===== src/rtl/idecode_pipe_if.sv =====
// ID-stage bus: fetch input, write-back port, flush and the registered ID/EX output.
// The slave side is the decode stage; the master side is its environment.
interface idecode_pipe_if #(
  parameter int DATA_W = 32,
  parameter int REG_AW = 5
);
  logic              in_valid;
  logic              in_ready;
  logic [31:0]       instruction;
  logic [DATA_W-1:0] pc_plus4;
  logic              wb_en;
  logic [REG_AW-1:0] wb_addr;
  logic [DATA_W-1:0] wb_data;
  logic              flush;
  logic              out_valid;
  logic              out_ready;
  logic [DATA_W-1:0] out_rs_data;
  logic [DATA_W-1:0] out_rt_data;
  logic [DATA_W-1:0] out_imm;
  logic [REG_AW-1:0] out_dst;
  logic [DATA_W-1:0] out_pc_plus4;
  logic [31:0]       out_instr;

  modport master (
    output in_valid, instruction, pc_plus4, wb_en, wb_addr, wb_data, flush, out_ready,
    input  in_ready, out_valid, out_rs_data, out_rt_data, out_imm, out_dst, out_pc_plus4, out_instr
  );

  modport slave (
    input  in_valid, instruction, pc_plus4, wb_en, wb_addr, wb_data, flush, out_ready,
    output in_ready, out_valid, out_rs_data, out_rt_data, out_imm, out_dst, out_pc_plus4, out_instr
  );
endinterface


===== src/rtl/idecode_pipe.sv =====
// Pipelined decode: regfile with WB bypass, dst select, imm extend, ID/EX register; 1-cycle latency.
// in_ready drops on output back-pressure or a load-use hazard (one bubble); flush kills stage and input.
module idecode_pipe #(
  parameter int DATA_W   = 32,
  parameter int REG_AW   = 5,
  parameter int LINK_REG = 31
) (
  input logic           clock,
  input logic           reset,
  idecode_pipe_if.slave bus
);
  localparam int NREG = 1 << REG_AW;

  localparam logic [5:0] OP_RTYPE = 6'h00;
  localparam logic [5:0] OP_JAL   = 6'h03;
  localparam logic [5:0] OP_ANDI  = 6'h0C;
  localparam logic [5:0] OP_ORI   = 6'h0D;
  localparam logic [5:0] OP_XORI  = 6'h0E;
  localparam logic [5:0] OP_LUI   = 6'h0F;
  localparam logic [5:0] OP_LW    = 6'h23;

  logic [DATA_W-1:0] regs [NREG];

  logic [5:0]        opcode;
  logic [REG_AW-1:0] rs;
  logic [REG_AW-1:0] rt;
  logic [REG_AW-1:0] rd;
  logic [15:0]       imm;
  logic [DATA_W-1:0] rs_data;
  logic [DATA_W-1:0] rt_data;
  logic [DATA_W-1:0] imm_ext;
  logic [REG_AW-1:0] dst;
  logic              wb_write;
  logic              hazard;
  logic              accept;

  assign opcode   = bus.instruction[31:26];
  assign rs       = REG_AW'(bus.instruction[25:21]);
  assign rt       = REG_AW'(bus.instruction[20:16]);
  assign rd       = REG_AW'(bus.instruction[15:11]);
  assign imm      = bus.instruction[15:0];
  assign wb_write = bus.wb_en && (bus.wb_addr != '0);

  // Entry 0 is never written; reads of r0 are forced to zero below.
  always_ff @(posedge clock or negedge reset) begin
    if (!reset) begin
      for (int i = 0; i < NREG; i++) regs[i] <= '0;
    end else if (wb_write) begin
      regs[bus.wb_addr] <= bus.wb_data;
    end
  end

  // Write-before-read: a same-cycle write-back to the read register wins.
  always_comb begin
    rs_data = regs[rs];
    if (rs == '0)                          rs_data = '0;
    else if (wb_write && bus.wb_addr == rs) rs_data = bus.wb_data;

    rt_data = regs[rt];
    if (rt == '0)                          rt_data = '0;
    else if (wb_write && bus.wb_addr == rt) rt_data = bus.wb_data;
  end

  always_comb begin
    case (opcode)
      OP_ANDI, OP_ORI, OP_XORI: imm_ext = {{(DATA_W-16){1'b0}}, imm};
      OP_LUI:                   imm_ext = DATA_W'($signed({imm, 16'h0000}));
      default:                  imm_ext = DATA_W'($signed(imm));
    endcase
  end

  always_comb begin
    case (opcode)
      OP_RTYPE: dst = rd;
      OP_JAL:   dst = REG_AW'(LINK_REG);
      default:  dst = rt;
    endcase
  end

  // rt is compared even when the consumer does not read it, so stalls are conservative.
  assign hazard = bus.out_valid && (bus.out_instr[31:26] == OP_LW) && (bus.out_dst != '0) &&
                  ((rs == bus.out_dst) || (rt == bus.out_dst));

  assign bus.in_ready = bus.flush || ((!bus.out_valid || bus.out_ready) && !hazard);
  assign accept       = bus.in_valid && bus.in_ready;

  always_ff @(posedge clock or negedge reset) begin
    if (!reset) begin
      bus.out_valid    <= 1'b0;
      bus.out_rs_data  <= '0;
      bus.out_rt_data  <= '0;
      bus.out_imm      <= '0;
      bus.out_dst      <= '0;
      bus.out_pc_plus4 <= '0;
      bus.out_instr    <= '0;
    end else if (bus.flush) begin
      bus.out_valid <= 1'b0;
    end else if (accept) begin
      bus.out_valid    <= 1'b1;
      bus.out_rs_data  <= rs_data;
      bus.out_rt_data  <= rt_data;
      bus.out_imm      <= imm_ext;
      bus.out_dst      <= dst;
      bus.out_pc_plus4 <= bus.pc_plus4;
      bus.out_instr    <= bus.instruction;
    end else if (bus.out_ready) begin
      // Covers hazard cycles too: the load leaves and a bubble takes its place.
      bus.out_valid <= 1'b0;
    end
  end
endmodule


===== src/flat_wrapper.sv =====
// flat-port wrapper written by rule: the top's interface ports become plain ports
module idecode_pipe_flat 
#(
  parameter int DATA_W   = 32,
  parameter int REG_AW   = 5,
  parameter int LINK_REG = 31
)
  (clock, reset, bus_in_valid, bus_instruction, bus_pc_plus4, bus_wb_en, bus_wb_addr, bus_wb_data, bus_flush, bus_out_ready, bus_in_ready, bus_out_valid, bus_out_rs_data, bus_out_rt_data, bus_out_imm, bus_out_dst, bus_out_pc_plus4, bus_out_instr);
  idecode_pipe_if #(.DATA_W(DATA_W), .REG_AW(REG_AW)) bus_i ();
  input logic clock;
  input logic reset;
  input wire logic [$bits(bus_i.in_valid)-1:0] bus_in_valid;
  input wire logic [$bits(bus_i.instruction)-1:0] bus_instruction;
  input wire logic [$bits(bus_i.pc_plus4)-1:0] bus_pc_plus4;
  input wire logic [$bits(bus_i.wb_en)-1:0] bus_wb_en;
  input wire logic [$bits(bus_i.wb_addr)-1:0] bus_wb_addr;
  input wire logic [$bits(bus_i.wb_data)-1:0] bus_wb_data;
  input wire logic [$bits(bus_i.flush)-1:0] bus_flush;
  input wire logic [$bits(bus_i.out_ready)-1:0] bus_out_ready;
  output wire logic [$bits(bus_i.in_ready)-1:0] bus_in_ready;
  output wire logic [$bits(bus_i.out_valid)-1:0] bus_out_valid;
  output wire logic [$bits(bus_i.out_rs_data)-1:0] bus_out_rs_data;
  output wire logic [$bits(bus_i.out_rt_data)-1:0] bus_out_rt_data;
  output wire logic [$bits(bus_i.out_imm)-1:0] bus_out_imm;
  output wire logic [$bits(bus_i.out_dst)-1:0] bus_out_dst;
  output wire logic [$bits(bus_i.out_pc_plus4)-1:0] bus_out_pc_plus4;
  output wire logic [$bits(bus_i.out_instr)-1:0] bus_out_instr;
  assign bus_i.in_valid = bus_in_valid;
  assign bus_i.instruction = bus_instruction;
  assign bus_i.pc_plus4 = bus_pc_plus4;
  assign bus_i.wb_en = bus_wb_en;
  assign bus_i.wb_addr = bus_wb_addr;
  assign bus_i.wb_data = bus_wb_data;
  assign bus_i.flush = bus_flush;
  assign bus_i.out_ready = bus_out_ready;
  assign bus_in_ready = bus_i.in_ready;
  assign bus_out_valid = bus_i.out_valid;
  assign bus_out_rs_data = bus_i.out_rs_data;
  assign bus_out_rt_data = bus_i.out_rt_data;
  assign bus_out_imm = bus_i.out_imm;
  assign bus_out_dst = bus_i.out_dst;
  assign bus_out_pc_plus4 = bus_i.out_pc_plus4;
  assign bus_out_instr = bus_i.out_instr;
  idecode_pipe #(.DATA_W(DATA_W), .REG_AW(REG_AW), .LINK_REG(LINK_REG)) u_core (.clock(clock), .reset(reset), .bus(bus_i));
endmodule

===== config.mk =====
export PLATFORM = sky130hd
export DESIGN_NAME = idecode_pipe_flat
export DESIGN_NICKNAME = d
export VERILOG_FILES = /design/src/rtl/idecode_pipe_if.sv /design/src/rtl/idecode_pipe.sv /design/src/flat_wrapper.sv
export SDC_FILE = /design/constraint.sdc
export NUM_CORES = 2
export LEC_CHECK = 0
export BUFFER_PORTS_ARGS = -buffer_cell sky130_fd_sc_hd__buf_2
export CORE_MARGIN = 8
export CORE_UTILIZATION = 55
export DETAILED_ROUTE_END_ITERATION = 10
export HOLD_SLACK_MARGIN = 0.05
export PLACE_DENSITY_LB_ADDON = 0.2
export SETUP_SLACK_MARGIN = 0.15
export SKIP_LAST_GASP = 1
export SLEW_MARGIN = 10
export SYNTH_ARGS = -nofsm -noshare
export SYNTH_HDL_FRONTEND = slang
export SYNTH_SLANG_ARGS = --single-unit

===== constraint.sdc =====
create_clock -name clock -period 3 [get_ports clock]
set_input_delay 0.15 -clock clock [delete_from_list [all_inputs] [get_ports clock]]
set_output_delay 0.15 -clock clock [all_outputs]
set_load 0.005 [all_outputs]

==> results_dict.tcl <==
set metrics [dict create \
    antenna_found_initial 14 \
    drt_first_pass_iters 5 \
    path_class "reg -> out" \
    critPathCaptureType "output port" \
    maxCapViolations 0 \
    totalWireLength_um 198000 \
    synthesis.area_mm2 0.0602 \
    grt_usage_pct 32.7 \
    tightest_slew_ns 1.13 \
    synth_warnings 0 \
    setup_tns_ns 0 \
    num_rows 121 \
    total_power_mw 47.4 \
    min_path_type "in -> reg" \
    num_vias 40900 \
    grt_pass1_vias 41600 \
    num_io_pins 274 \
    p_leak_nw 30.2 \
    critPathMaxFanout 19 \
    fin_util_pct 63.8 \
    drc 0 \
    fmax_mhz 368 \
    fin_crit_ns 2.71 \
    gp_congestion 0.856 \
    ys_seq_area_share_pct 49.4 \
    drtIter0Drc 4408 \
    clock_path_buffers 3 \
    area_delta_synth_final_pct 15.2 \
    cts.sinks 1190 \
    die_h_um 347 \
    multiInputGateArea_mm2 0.0285 \
    place_area_mm2 0.0640 \
    finClkSkew_ns 0.0281 \
    pre_cts_slack_ns 0.433 \
    cts_root_buf "clkbuf_16" \
    grt_pass1_wl_um 293000 \
    tritoncts "done" \
    core_mm2 0.109 \
    numCtsBuffers 132 \
    fin_crit_sh_pct 90.5 \
    crit_path_start_kind "register" \
    finalMaxSlewViolations 0 \
    drive_gt1_share_pct 53.5 \
    routedWlPerCell_um 34.4 \
    setup_viol 0 \
    die_x_um 347 \
    synth_ff_type "dfrtp_1" \
    syn_area_per_cell_um2 15.2 \
    grt_max_degree 89 \
    finalHoldViolCount 0 \
    clk_latency_ns 0.76 \
    slowest_delay_ns 0.56 \
    dpl.hpwl_um 121000 \
    synthCells 3965 \
    rsz0062_at_grt "false" \
    fin_nets 4321 \
    clkSlewWorstSetupHoldPaths_ns 0.06 \
    synth_edf_count 0 \
    ys_ff_latch 1190 \
    dieArea_mm2 0.120 \
    htreeDepth 4 \
    ant_nets 0 \
    vias_per_cell 7.13 \
    cp_slowest_cell "or4_1" \
    slew-limit-headroom_pct 24.6 \
    required_ns 2.85 \
    status "complete, no violations" \
    powerDensity_mw_per_mm2 684 \
    start_util_pct 55.4 \
    synthArstFlopShare_pct 100 \
    cp_data_arrival_time_ns 2.56 \
    register_area_mm2 0.0298 \
    fin_area_mm2 0.0694 \
    overflow 0 \
    cp_cell_sequence "or4_1 -> o211a_4 -> buf_6 -> a21oi_1 -> buf_2" \
    nFillCells 7836 \
    syn_nets 4072 \
    synthDistinctLibCells 47 \
    post_cts_buffers 0 \
    portBuffers 273 \
    irDropWorstVdd_mv 0.489 \
    fin_ws_ns 0.285 \
]
what timing repair did:
action                                  in CTS  in global routing
resized for setup                            0                  1
endpoints found under the setup margin       0                  1
endpoints found under the hold margin     1638                  0
hold buffers                                87                  0
worst paths after layout:
kind,start,to,slack (ns),cells after the start
max,u_core.bus.out_dst[0],bus_in_ready,0.29,5
min in group asynchronous,reset,u_core.regs[948],0.55,3
min,bus_wb_data[7],u_core.regs[231],0.09,2
max reg2reg,u_core.bus.out_instr[28],u_core.bus.out_rt_data[11],0.31,7
max in group asynchronous,reset,u_core.regs[1014],1.53,5
min reg2reg,u_core.regs[1016],u_core.regs[1016],0.40,0
synth_stat cells, drive strengths merged (5+ instances only):
cell / number / share of area, %
buf: 191 / 1.9
nor3: 6 / 0.050
a221o: 64 / 1.1
o21ai: 32 / 0.27
nor2b: 5 / 0.052
mux2i: 36 / 0.60
nand2b: 5 / 0.052
nand3: 10 / 0.083
mux4: 512 / 19
a21oi: 19 / 0.18
a211oi: 34 / 0.44
dfrtp: 1190 / 49
inv: 32 / 0.20
or3b: 6 / 0.087
nand2: 104 / 0.65
nor4: 34 / 0.35
or4: 33 / 0.41
xnor2: 20 / 0.29
clkbuf: 261 / 1.6
nor2: 22 / 0.14
nand3b: 6 / 0.075
o22ai: 257 / 2.7
mux2: 1062 / 20
metal layers:
layer | vias up | track usage (%) | routed length (um)
li1 | 16000 | - | -
met1 | 22000 | 44.6 | 77900
met2 | 2413 | 49.6 | 90800
met3 | 571 | 9.27 | 19600
met4 | 12 | 13.5 | 9340
met5 | - | 0 | 72
power by group:
part	leakage [nW]	internal, mW	switching, mW
clock network	2.21	9.96	6.81
registers	15.1	19.1	2.42
logic	12.8	5.53	3.60
total	30.2	34.6	12.8
per-stage QoR:
stage | std cells | hold slack, ns
2_1_floorplan | 3965 | -0.146
3_3_place_gp | 5407 | 0.194
3_5_place_dp | 5407 | 0.193
4_1_cts | 5737 | 0.0573
5_1_grt | 5738 | 0.0855
6_report | 5744 | 0.0883
critical path: cells and delay by family (launching register included):
kind,cells,cell delay [ns]
flip-flops,1,0.44
AND/OR/NAND/NOR,1,0.56
buffers and inverters,2,0.35
AO/OA/AOI/OAI,2,0.47
final cells by class:
| type | count | share of cell area [%] |
|---|---|---|
| clock inverter | 34 | 0.597 |
| sequential | 1190 | 42.9 |
| timing repair buffer | 567 | 6.80 |
| antenna | 7 | 0.0252 |
| inverter | 32 | 0.173 |
| clock buffer | 209 | 5.88 |
| tap | 1414 | 2.55 |
| multi-input combinational | 2291 | 41.1 |
cell families (layout without fill, tap and decap cells):
kind of cell    Yosys count  count (layout)  share of synthesized area (%)
flops                  1190            1190                           49.4
mux                    1610            1610                           39.6
simple gates            246             246                           2.13
other cells               0               7                              0
buf+inv                 484             842                           3.73
xor+xnor                 20              20                          0.291
compound gates          415             415                           4.83
flip-flops by register name (all words and copies together) (netlist names):
register	count
u_core.bus.out_pc_plus4	32
u_core.bus.out_instr	32
u_core.bus.out_dst	5
u_core.regs	1024
u_core.bus.out_valid	1
u_core.bus.out_rt_data	32
u_core.bus.out_imm	32
u_core.bus.out_rs_data	32
cell usage in the layout (no fill, tap or decap), drive strengths merged, types with 3 or more instances in the layout:
cell / count
dfrtp: 1190
mux2: 1062
mux4: 512
buf: 481
o22ai: 257
clkbuf: 209
nand2: 104
dlygate4sd3: 86
a221o: 64
inv: 42
mux2i: 36
nor4: 34
a211oi: 34
or4: 33
o21ai: 32
nor2: 22
xnor2: 20
a21oi: 19
clkinv: 15
nand3: 10
diode: 7
bufinv: 7
nor3: 6
or3b: 6
nand3b: 6
nand2b: 5
nor2b: 5
nor3b: 3
nand4b: 3
o211a: 3
Note: power is estimated with default switching activity, not from simulation.
